## src/rtl/gnrl_fifo_pkg.sv

```systemverilog
// Shared constants for the general storage library FIFO.
package gnrl_fifo_pkg;
  localparam int GNRL_HSK_W = 1;
endpackage

```

## src/rtl/gnrl_fifo_ptr.sv

```systemverilog
// Wrapping pointer counter for gnrl_fifo: increments on enable, async clear to zero.
module gnrl_fifo_ptr #(
  parameter int W = 3
) (
  input  logic         clk,
  input  logic         rst,
  input  logic         inc_i,
  output logic [W-1:0] ptr_o
);
  logic [W-1:0] ptr_q, ptr_d;

  always_comb ptr_d = inc_i ? ptr_q + W'(1) : ptr_q;

  always_ff @(posedge clk or posedge rst) begin
    if (rst) ptr_q <= '0;
    else     ptr_q <= ptr_d;
  end

  assign ptr_o = ptr_q;
endmodule

```

## src/rtl/gnrl_fifo.sv

```systemverilog
// General synchronous valid/ready FIFO. Define GNRL_FIFO_BYPASS_EN for 0-cycle
// pass-through when empty; FPGA_SOURCE drops the simulation-only X check.
module gnrl_fifo
  import gnrl_fifo_pkg::*;
#(
  parameter  int DW = 32,
  parameter  int DP = 4,
  localparam int AW = $clog2(DP)
) (
  input  logic                  clk,
  input  logic                  rst,
  input  logic [GNRL_HSK_W-1:0] i_vld,
  output logic [GNRL_HSK_W-1:0] i_rdy,
  input  logic [DW-1:0]         i_dat,
  output logic [GNRL_HSK_W-1:0] o_vld,
  input  logic [GNRL_HSK_W-1:0] o_rdy,
  output logic [DW-1:0]         o_dat,
  output logic [AW:0]           cnt,
  output logic                  full,
  output logic                  empty
);
  logic [AW:0]          wptr, rptr;
  logic [DP-1:0][DW-1:0] mem_q;
  logic                 push, pop, byp, wr_en;

  // Extra MSB on each pointer tells a full ring apart from an empty one.
  assign full  = (wptr[AW-1:0] == rptr[AW-1:0]) & (wptr[AW] != rptr[AW]);
  assign empty = (wptr == rptr);
  assign cnt   = wptr - rptr;
  assign i_rdy = ~full;
  assign push  = i_vld & i_rdy;
  assign pop   = ~empty & o_rdy;

`ifdef GNRL_FIFO_BYPASS_EN
  assign byp   = empty & i_vld & o_rdy;
  assign o_vld = ~empty | i_vld;
  assign o_dat = empty ? i_dat : mem_q[rptr[AW-1:0]];
`else
  assign byp   = 1'b0;
  assign o_vld = ~empty;
  assign o_dat = mem_q[rptr[AW-1:0]];
`endif

  // A bypassed beat is consumed directly, so it never occupies a slot.
  assign wr_en = push & ~byp;

  gnrl_fifo_ptr #(.W(AW+1)) u_wptr (
    .clk   (clk),
    .rst   (rst),
    .inc_i (wr_en),
    .ptr_o (wptr)
  );

  gnrl_fifo_ptr #(.W(AW+1)) u_rptr (
    .clk   (clk),
    .rst   (rst),
    .inc_i (pop),
    .ptr_o (rptr)
  );

  always_ff @(posedge clk) begin
    if (wr_en) mem_q[wptr[AW-1:0]] <= i_dat;
  end

`ifndef FPGA_SOURCE
  a_hsk_known: assert property (@(posedge clk) disable iff (rst) !$isunknown({i_vld, o_rdy}))
    else $error("gnrl_fifo: unknown value on i_vld/o_rdy");
`endif
endmodule
```

## config.mk

```make
export PLATFORM = sky130hd
export DESIGN_NAME = gnrl_fifo
export DESIGN_NICKNAME = d
export VERILOG_FILES = /design/src/rtl/gnrl_fifo_pkg.sv /design/src/rtl/gnrl_fifo_ptr.sv /design/src/rtl/gnrl_fifo.sv
export SDC_FILE = /design/constraint.sdc
export NUM_CORES = 1
export LEC_CHECK = 0
export BUFFER_PORTS_ARGS = -buffer_cell sky130_fd_sc_hd__buf_2
export CORE_MARGIN = 2
export CORE_UTILIZATION = 56
export DETAILED_ROUTE_END_ITERATION = 12
export PLACE_DENSITY = 0.78
export SLEW_MARGIN = 25
export SYNTH_ARGS = -nofsm -noshare
export SYNTH_HDL_FRONTEND = slang
export SYNTH_HIERARCHICAL = 1
export SYNTH_SLANG_ARGS = --single-unit
```

## constraint.sdc

```tcl
create_clock -name clk -period 4.1 [get_ports clk]
set_input_delay 0.205 -clock clk [delete_from_list [all_inputs] [get_ports clk]]
set_output_delay 0.205 -clock clk [all_outputs]
set_load 0.02 [all_outputs]
```

==> flow_metrics.env, run 1 <==
export IMPL_status="completed"
export IMPL_cp_max_fo=8
export IMPL_r2r_start="u_wptr/ptr_o[0]$_DFFE_PP0P_"
export IMPL_wl_per_cell_um=21.02
export IMPL_min_to="u_rptr/ptr_o[0]$_DFFE_PP0P_"
export IMPL_rows=34
export IMPL_pre_cts_ws_ns=1.819
export IMPL_cap_violations=0
export IMPL_netlist_area_um2=5104
export IMPL_via_count=2569
export IMPL_htreeDepth=4
export IMPL_fmax_mhz=399.4
export IMPL_crit_required_ns=3.89
export IMPL_globalRoute_totalOverflow=0
export IMPL_dieArea_um2=9893
export IMPL_antenna_found_initial=0
export IMPL_tns_ns=0
export IMPL_reg2reg_to="mem_q[62]$_DFFE_PP_"
export IMPL_dp_cells=394
export IMPL_cts_root_buf="clkbuf_8"
export IMPL_r2r_cells=4
export IMPL_hold_depth=3
export IMPL_drt_initial_drc_count=195
export IMPL_clock_path_buffers=2
export IMPL_grt_pass1_vias=2794
export IMPL_rsz0062_at_grt="no"
export IMPL_wl_um=9648
export IMPL_hold_violations=0
export IMPL_min_period_ns=2.504
export IMPL_relSlewSlack_pct=51.09
export IMPL_clk_pin_slew_ns=0.06
export IMPL_hp_start="o_rdy"
export IMPL_power_leakage_nw=2.379
export IMPL_yosysUniqueCellTypes=23
export IMPL_hold_slack_ns=0.08552
export IMPL_powerDensity_nw_per_um2=819.9
export IMPL_cts_sinks=134
export IMPL_ys_flop_type="edfxtp_1"
export IMPL_worst_skew_pair_late_latency_ns=0.50
export IMPL_r2r_slack_ns=1.81
export IMPL_finClkSkew_ns=0.007168
export IMPL_cts_buffers_inserted=17
export IMPL_setup_viol=0
export IMPL_ys_seq_elements=134
export IMPL_synthSimpleGateAreaFrac_pct=1.201
export IMPL_die_h_um=99.47
export IMPL_via_per_inst=5.597
export IMPL_start_util_pct=58.24
export IMPL_grt_pass1_wl_um=15120
export IMPL_grt_usage_pct=21.31
export IMPL_final_antenna_net_count=0
export IMPL_dr_pass1_iters=4
export IMPL_critical_path_class="flip-flop to output port"
export IMPL_hpwl_um=5506
export IMPL_postCtsHoldBufs=33
export IMPL_async_flop_share_pct=4.478
export IMPL_ctsResizeCount=0
export IMPL_crit_arrival_ns=2.30
export IMPL_nets=379
export IMPL_fin_cells=459
export IMPL_synth_edf_count=128
export IMPL_synth_top_family_by_area="multiplexers"
export IMPL_yosysWarningCount=6
export IMPL_final_cell_mix="edfxtp_1 (128), buf_2 (74), dlygate4sd3_1 (33), mux4_2 (30), clkbuf_16 (16)"
export IMPL_synthCells=214
export IMPL_io_pins=75
export IMPL_synth_compound_area_share_pct=0.7600
export IMPL_end_kind="output port"
export IMPL_synthMuxAreaShare_pct=14.86
export IMPL_die_x_um=99.47
export IMPL_start_kind="flip-flop"
export IMPL_worstMarginPinSlew_ns=0.7337
export IMPL_synth_seq_area_share_pct=78.25
export IMPL_area_growth_synth_to_final_pct=29.81
export IMPL_regArea_um2=3996
export IMPL_drive_above_1_share_pct=42.17
export IMPL_synth_fa_ha_area_share_pct=1.373
export IMPL_setup_ws_ns=1.596
export IMPL_multi_input_area_um2=1041
export IMPL_n_antenna_cell=0
export IMPL_layout_commonest_cell="edfxtp_1"
export IMPL_ir_drop_uv=549.8
export IMPL_fillers=500
export IMPL_hold_path_class="input port to flip-flop"
export IMPL_placement_io_buffers=74
export IMPL_finalCritPeriodShare_pct=61.06
export IMPL_core_area_um2=8763
export IMPL_drc=0
export IMPL_grt_max_degree=36
export IMPL_synth_xor_area_share_pct=1.030
export IMPL_slew_viol_final=0
export IMPL_gp_congestion=0.7780
export IMPL_synth_fp_nets=255
export IMPL_cts_tree="yes"
export IMPL_avgSynthCellArea_um2=23.85
export IMPL_post_cts_repair_setup_buffers=0
worst max-delay path by stage:
stage | cells after the start | start | slack [ns] | end
detailed placement | 4 | u_wptr/ptr_o[0]$_DFFE_PP0P_ | 1.82 | mem_q[49]$_DFFE_PP_
global route | 5 | u_wptr/ptr_o[0]$_DFFE_PP0P_ | 1.45 | o_vld
global placement | 3 | u_wptr/ptr_o[0]$_DFFE_PP0P_ | 1.71 | mem_q[17]$_DFFE_PP_
CTS | 3 | u_rptr/ptr_o[0]$_DFFE_PP0P_ | 1.54 | o_dat[31]
finish | 5 | u_wptr/ptr_o[0]$_DFFE_PP0P_ | 1.60 | o_vld
floorplan | 5 | u_rptr/ptr_o[1]$_DFFE_PP0P_ | 0.81 | mem_q[0]$_DFFE_PP_
synthesized netlist by cell type, types with 2 or more instances:
master | number | area, um2
edfxtp_1 | 128 | 3844
mux4_2 | 30 | 675.7
inv_1 | 8 | 30.03
dfrtp_1 | 6 | 150.1
a31oi_1 | 5 | 31.28
buf_2 | 4 | 20.02
ha_1 | 4 | 50.05
xor2_1 | 4 | 35.03
buf_12 | 3 | 60.06
nand2_1 | 3 | 11.26
clkbuf_1 | 2 | 7.510
mux2_4 | 2 | 30.03
mux4_1 | 2 | 52.55
nand3_1 | 2 | 10.01
nand3b_1 | 2 | 15.01
xnor2_1 | 2 | 17.52
state kept, by name, summed over array words and instances (netlist names):
| register | flops |
|---|---|
| mem_q | 128 |
| u_rptr/ptr_o | 3 |
| u_wptr/ptr_o | 3 |
routing by layer:
metal / GRT usage [%] / wire, um / up-vias
met5: 0 / 0 / -
met4: 7.165 / 115 / 0
met1: 27.78 / 3989 / 1299
met3: 5.903 / 561 / 17
met2: 35.29 / 4982 / 112
li1: - / - / 1141
layout make-up:
type / instances / area share, %
Tap cell: 108 / 2.040
Timing Repair Buffer: 115 / 12.62
Inverter: 8 / 0.4533
Clock inverter: 10 / 2.323
Sequential cell: 134 / 60.32
Clock buffer: 22 / 6.534
Multi-Input combinational cell: 62 / 15.71
worst max-delay path, cell delays in order (launching register included):
cell,delay (ns)
dfrtp_1,0.48
inv_1,0.08
ha_1,0.58
nand2_1,0.19
or2_2,0.30
buf_2,0.16
power breakdown:
group	internal, mW	switching [mW]	total (mW)
logic	0.792	1.18	1.97
registers	1.86	0.101	1.96
clock network	0.982	0.519	1.50
total	3.63	1.80	5.43
logic make-up (layout without fill, tap and decap cells):
family                   count (synthesis)  in the layout
XOR/XNOR                                 6              6
buffers and inverters                   18            155
adder cells (fa/ha/maj)                  5              5
AND/OR/NAND/NOR                         11             11
multiplexers                            34             34
flip-flops                             134            134
AO/OA/AOI/OAI                            6              6
per-stage QoR:
step | util [%] | total power [mW] | area [um2]
after floorplan | - | 3.309 | 5104
after global placement | 63.85 | 3.801 | 5595
after detailed placement | 65.13 | 3.927 | 5708
after CTS | 75.60 | 5.478 | 6625
after global routing | 75.60 | 5.669 | 6625
final | 75.60 | 5.432 | 6625
Note: power is estimated with default switching activity, not from simulation.
==> run 2, diff against run 1 <==
--- a/config.mk
+++ b/config.mk
@@ -5,11 +5,12 @@
 export SDC_FILE = /design/constraint.sdc
 export NUM_CORES = 1
 export LEC_CHECK = 0
+export ABC_AREA = 1
 export BUFFER_PORTS_ARGS = -buffer_cell sky130_fd_sc_hd__buf_2
 export CORE_MARGIN = 2
-export CORE_UTILIZATION = 56
+export CORE_UTILIZATION = 57
 export DETAILED_ROUTE_END_ITERATION = 12
-export PLACE_DENSITY = 0.78
+export PLACE_DENSITY = 0.79
 export SLEW_MARGIN = 25
 export SYNTH_ARGS = -nofsm -noshare
 export SYNTH_HDL_FRONTEND = slang
==> constraint.sdc (replaced) <==
create_clock -name clk -period 2.4 [get_ports clk]
set_input_delay 0.12 -clock clk [delete_from_list [all_inputs] [get_ports clk]]
set_output_delay 0.12 -clock clk [all_outputs]
set_load 0.02 [all_outputs]
==> run 2 against run 1 <==
  * Worst setup slack worse by 1.4 ns
  * Sequential cell count stayed put
  * Clock-buffer cell count is 4 lower
  * Combinational power is 83% higher
  * Highest routed layer unchanged
  * Core utilization is 0.11 points lower
  * First-iteration DRC count is 8.7% higher
  * Clock power is 84% higher
  * Cell count is 51% higher
==> flow_metrics.env, run 2 <==
export IMPL_netlist_area_um2=5497
export IMPL_powerDensity_nw_per_um2=1382
export IMPL_hold_path_class="input port to asynchronous set/reset pin"
export IMPL_cts_tree="yes"
export IMPL_netlist_top_cells_count="edfxtp_1 (128), inv_1 (84), nand2_1 (83)"
export IMPL_relSlewSlack_pct=53.46
export IMPL_switching_share_pct=37.30
export IMPL_synth_edf_count=128
export IMPL_dieArea_um2=10440
export IMPL_synth_top_area_share_pct=69.93
export IMPL_grt_usage_pct=22.28
export IMPL_rows=35
export IMPL_avgSynthCellArea_um2=12.58
export IMPL_ys_seq_elements=134
export IMPL_via_per_inst=5.161
export IMPL_cts_sinks=134
export IMPL_cp_max_fo=130
export IMPL_finClkSkew_ns=0.009551
export IMPL_async_flop_share_pct=4.478
export IMPL_fin_cells=694
export IMPL_pwr_share_comb_pct=37.2
export IMPL_setup_viol=0
export IMPL_synthCells=437
export IMPL_cap_violations=0
export IMPL_p_sw_mw=3.611
export IMPL_ys_flop_type="edfxtp_1"
export IMPL_worstMarginPinSlew_ns=0.6981
export IMPL_wl_um=10970
export IMPL_r2r_cells=8
export IMPL_wl_per_cell_um=15.80
export IMPL_hold_violations=0
export IMPL_crit_required_ns=2.28
export IMPL_setup_ws_ns=0.1498
export IMPL_core_area_um2=9284
export IMPL_grt_max_degree=131
export IMPL_intPower_mw=6.070
export IMPL_hpwl_um=5890
export IMPL_globalRoute_totalOverflow=0
export IMPL_synth_fp_nets=478
export IMPL_ir_drop_uv=1497
export IMPL_power_leakage_nw=2.917
export IMPL_r2r_start="u_wptr/ptr_o[0]$_DFFE_PP0P_"
export IMPL_die_x_um=102.2
export IMPL_clk_pin_slew_ns=0.06
export IMPL_worst_skew_pair_late_latency_ns=0.51
export IMPL_clkPwrFrac_pct=28.5
export IMPL_yosysUniqueCellTypes=18
export IMPL_finalCritPeriodShare_pct=93.76
export IMPL_n_antenna_cell=0
export IMPL_cts_root_buf="clkbuf_8"
export IMPL_yosysWarningCount=6
export IMPL_post_synth_top_area_cell="edfxtp_1"
export IMPL_p_seq_share_pct=34.2
export IMPL_post_cts_repair_setup_buffers=0
export IMPL_drive_above_1_share_pct=21.59
export IMPL_dr_pass1_iters=4
export IMPL_end_kind="output port"
export IMPL_layout_commonest_cell="edfxtp_1"
export IMPL_rsz0062_at_grt="no"
export IMPL_crit_arrival_ns=2.13
export IMPL_synth_seq_area_share_pct=72.66
export IMPL_pre_cts_ws_ns=0.3606
export IMPL_cts_buffers_inserted=17
export IMPL_htreeDepth=4
export IMPL_io_pins=75
export IMPL_final_cell_mix="edfxtp_1 (128), inv_1 (84), nand2_1 (82), buf_2 (74), dlygate4sd3_1 (34)"
export IMPL_hold_slack_ns=0.02750
export IMPL_r2r_slack_ns=0.33
export IMPL_largest_register_ffs=128
export IMPL_yosysMostFrequentCell="edfxtp_1"
export IMPL_slew_viol_final=0
export IMPL_start_kind="flip-flop"
export IMPL_gp_congestion=0.7981
export IMPL_start_util_pct=59.20
export IMPL_clock_path_buffers=2
export IMPL_antenna_found_initial=0
export IMPL_critical_path_class="flip-flop to output port"
export IMPL_power_total_mw=9.682
export IMPL_grt_pass1_vias=3538
export IMPL_final_antenna_net_count=0
export IMPL_placement_io_buffers=74
export IMPL_die_h_um=102.2
export IMPL_min_period_ns=2.250
export IMPL_reg2reg_to="mem_q[81]$_DFFE_PP_"
export IMPL_status="completed"
export IMPL_via_count=3582
export IMPL_tns_ns=0
export IMPL_nets=593
export IMPL_dp_cells=628
export IMPL_area_growth_synth_to_final_pct=27.50
export IMPL_drt_initial_drc_count=212
export IMPL_drc=0
export IMPL_netlist_top_cells_area="edfxtp_1 (70%), inv_1 (5.7%), nand2_1 (5.7%), o211ai_1 (4.4%), a21oi_1 (2.9%)"
export IMPL_grt_pass1_wl_um=17000
export IMPL_fmax_mhz=444.4
[run 2: changes by cell type after synthesis, moves of 11 or more]
| cell | change |
|---|---|
| inv_1 | +76 |
| nand2_1 | +80 |
| o21ai_0 | +23 |
| a21oi_1 | +32 |
| o21ai_1 | +11 |
| o211ai_1 | +32 |
| mux4_2 | -30 |
[run 2: logic make-up after synthesis]
| logic type | after synthesis | synth area share, % |
|---|---|---|
| compound gates | 98 | 10.38 |
| xor+xnor | 3 | 0.4781 |
| flops | 134 | 72.66 |
| simple gates | 92 | 6.351 |
| buf+inv | 105 | 8.855 |
| fa+ha+maj | 5 | 1.275 |
[run 2: repair_timing]
item	in CTS	in global routing
endpoints found under the hold margin	136	0
endpoints found under the setup margin	32	13
hold buffers	34	0
gates resized for setup	1	3
[run 2: how the worst max path moves through the flow]
stage / start / slack (ns) / depth (start not counted) / to
after floorplan: u_rptr/ptr_o[1]$_DFFE_PP0P_ / 0.004 / 9 / mem_q[0]$_DFFE_PP_
after global placement: u_wptr/ptr_o[0]$_DFFE_PP0P_ / 0.42 / 8 / mem_q[83]$_DFFE_PP_
after detailed placement: u_wptr/ptr_o[0]$_DFFE_PP0P_ / 0.36 / 8 / mem_q[17]$_DFFE_PP_
after CTS: u_rptr/ptr_o[1]$_DFFE_PP0P_ / 0.01 / 4 / cnt[1]
after global routing: u_rptr/ptr_o[0]$_DFFE_PP0P_ / 0.02 / 5 / o_dat[0]
final: u_rptr/ptr_o[0]$_DFFE_PP0P_ / 0.15 / 5 / o_dat[15]
[run 2: power groups by stage]
stage | logic, mW | clock network (mW) | registers (mW)
floorplan | 2.54 | 0 | 3.32
global placement | 3.39 | 0 | 3.32
detailed placement | 3.49 | 0 | 3.35
CTS | 3.59 | 2.80 | 3.31
global route | 3.95 | 2.89 | 3.36
finish | 3.60 | 2.76 | 3.32
[run 2: critical path, stage by stage, from the launching register on]
cell and delay, ns:
dfrtp_4 0.42, buf_8 0.52, a21oi_1 0.22, o21ai_1 0.15, nand2_1 0.08, buf_2 0.17
[run 2: cell type report]
cell class / count / area [um2]
Multi-Input combinational cell: 198 / 1054
Tap cell: 129 / 161.4
Clock buffer: 18 / 417.9
Timing Repair Buffer: 117 / 839.6
Clock inverter: 14 / 221.5
Sequential cell: 134 / 3999
Inverter: 84 / 315.3
Fill cell: 577 / 2276
[run 2: metal layers]
| metal | vias up | GRT usage (%) | share of wire, % |
|---|---|---|---|
| met5 | - | 0 | 0 |
| met4 | 0 | 9.231 | 1.9 |
| met3 | 17 | 6.635 | 5.2 |
| met2 | 130 | 38.77 | 55 |
| met1 | 1710 | 25.91 | 38 |
| li1 | 1725 | - | - |
[run 2: through the flow]
step                      utilization [%]  instance area (um2)
after global placement              64.81                 6017
after global routing                75.49                 7008
after floorplan                         -                 5534
final                               75.49                 7008
after CTS                           75.40                 7000
after detailed placement            64.81                 6017
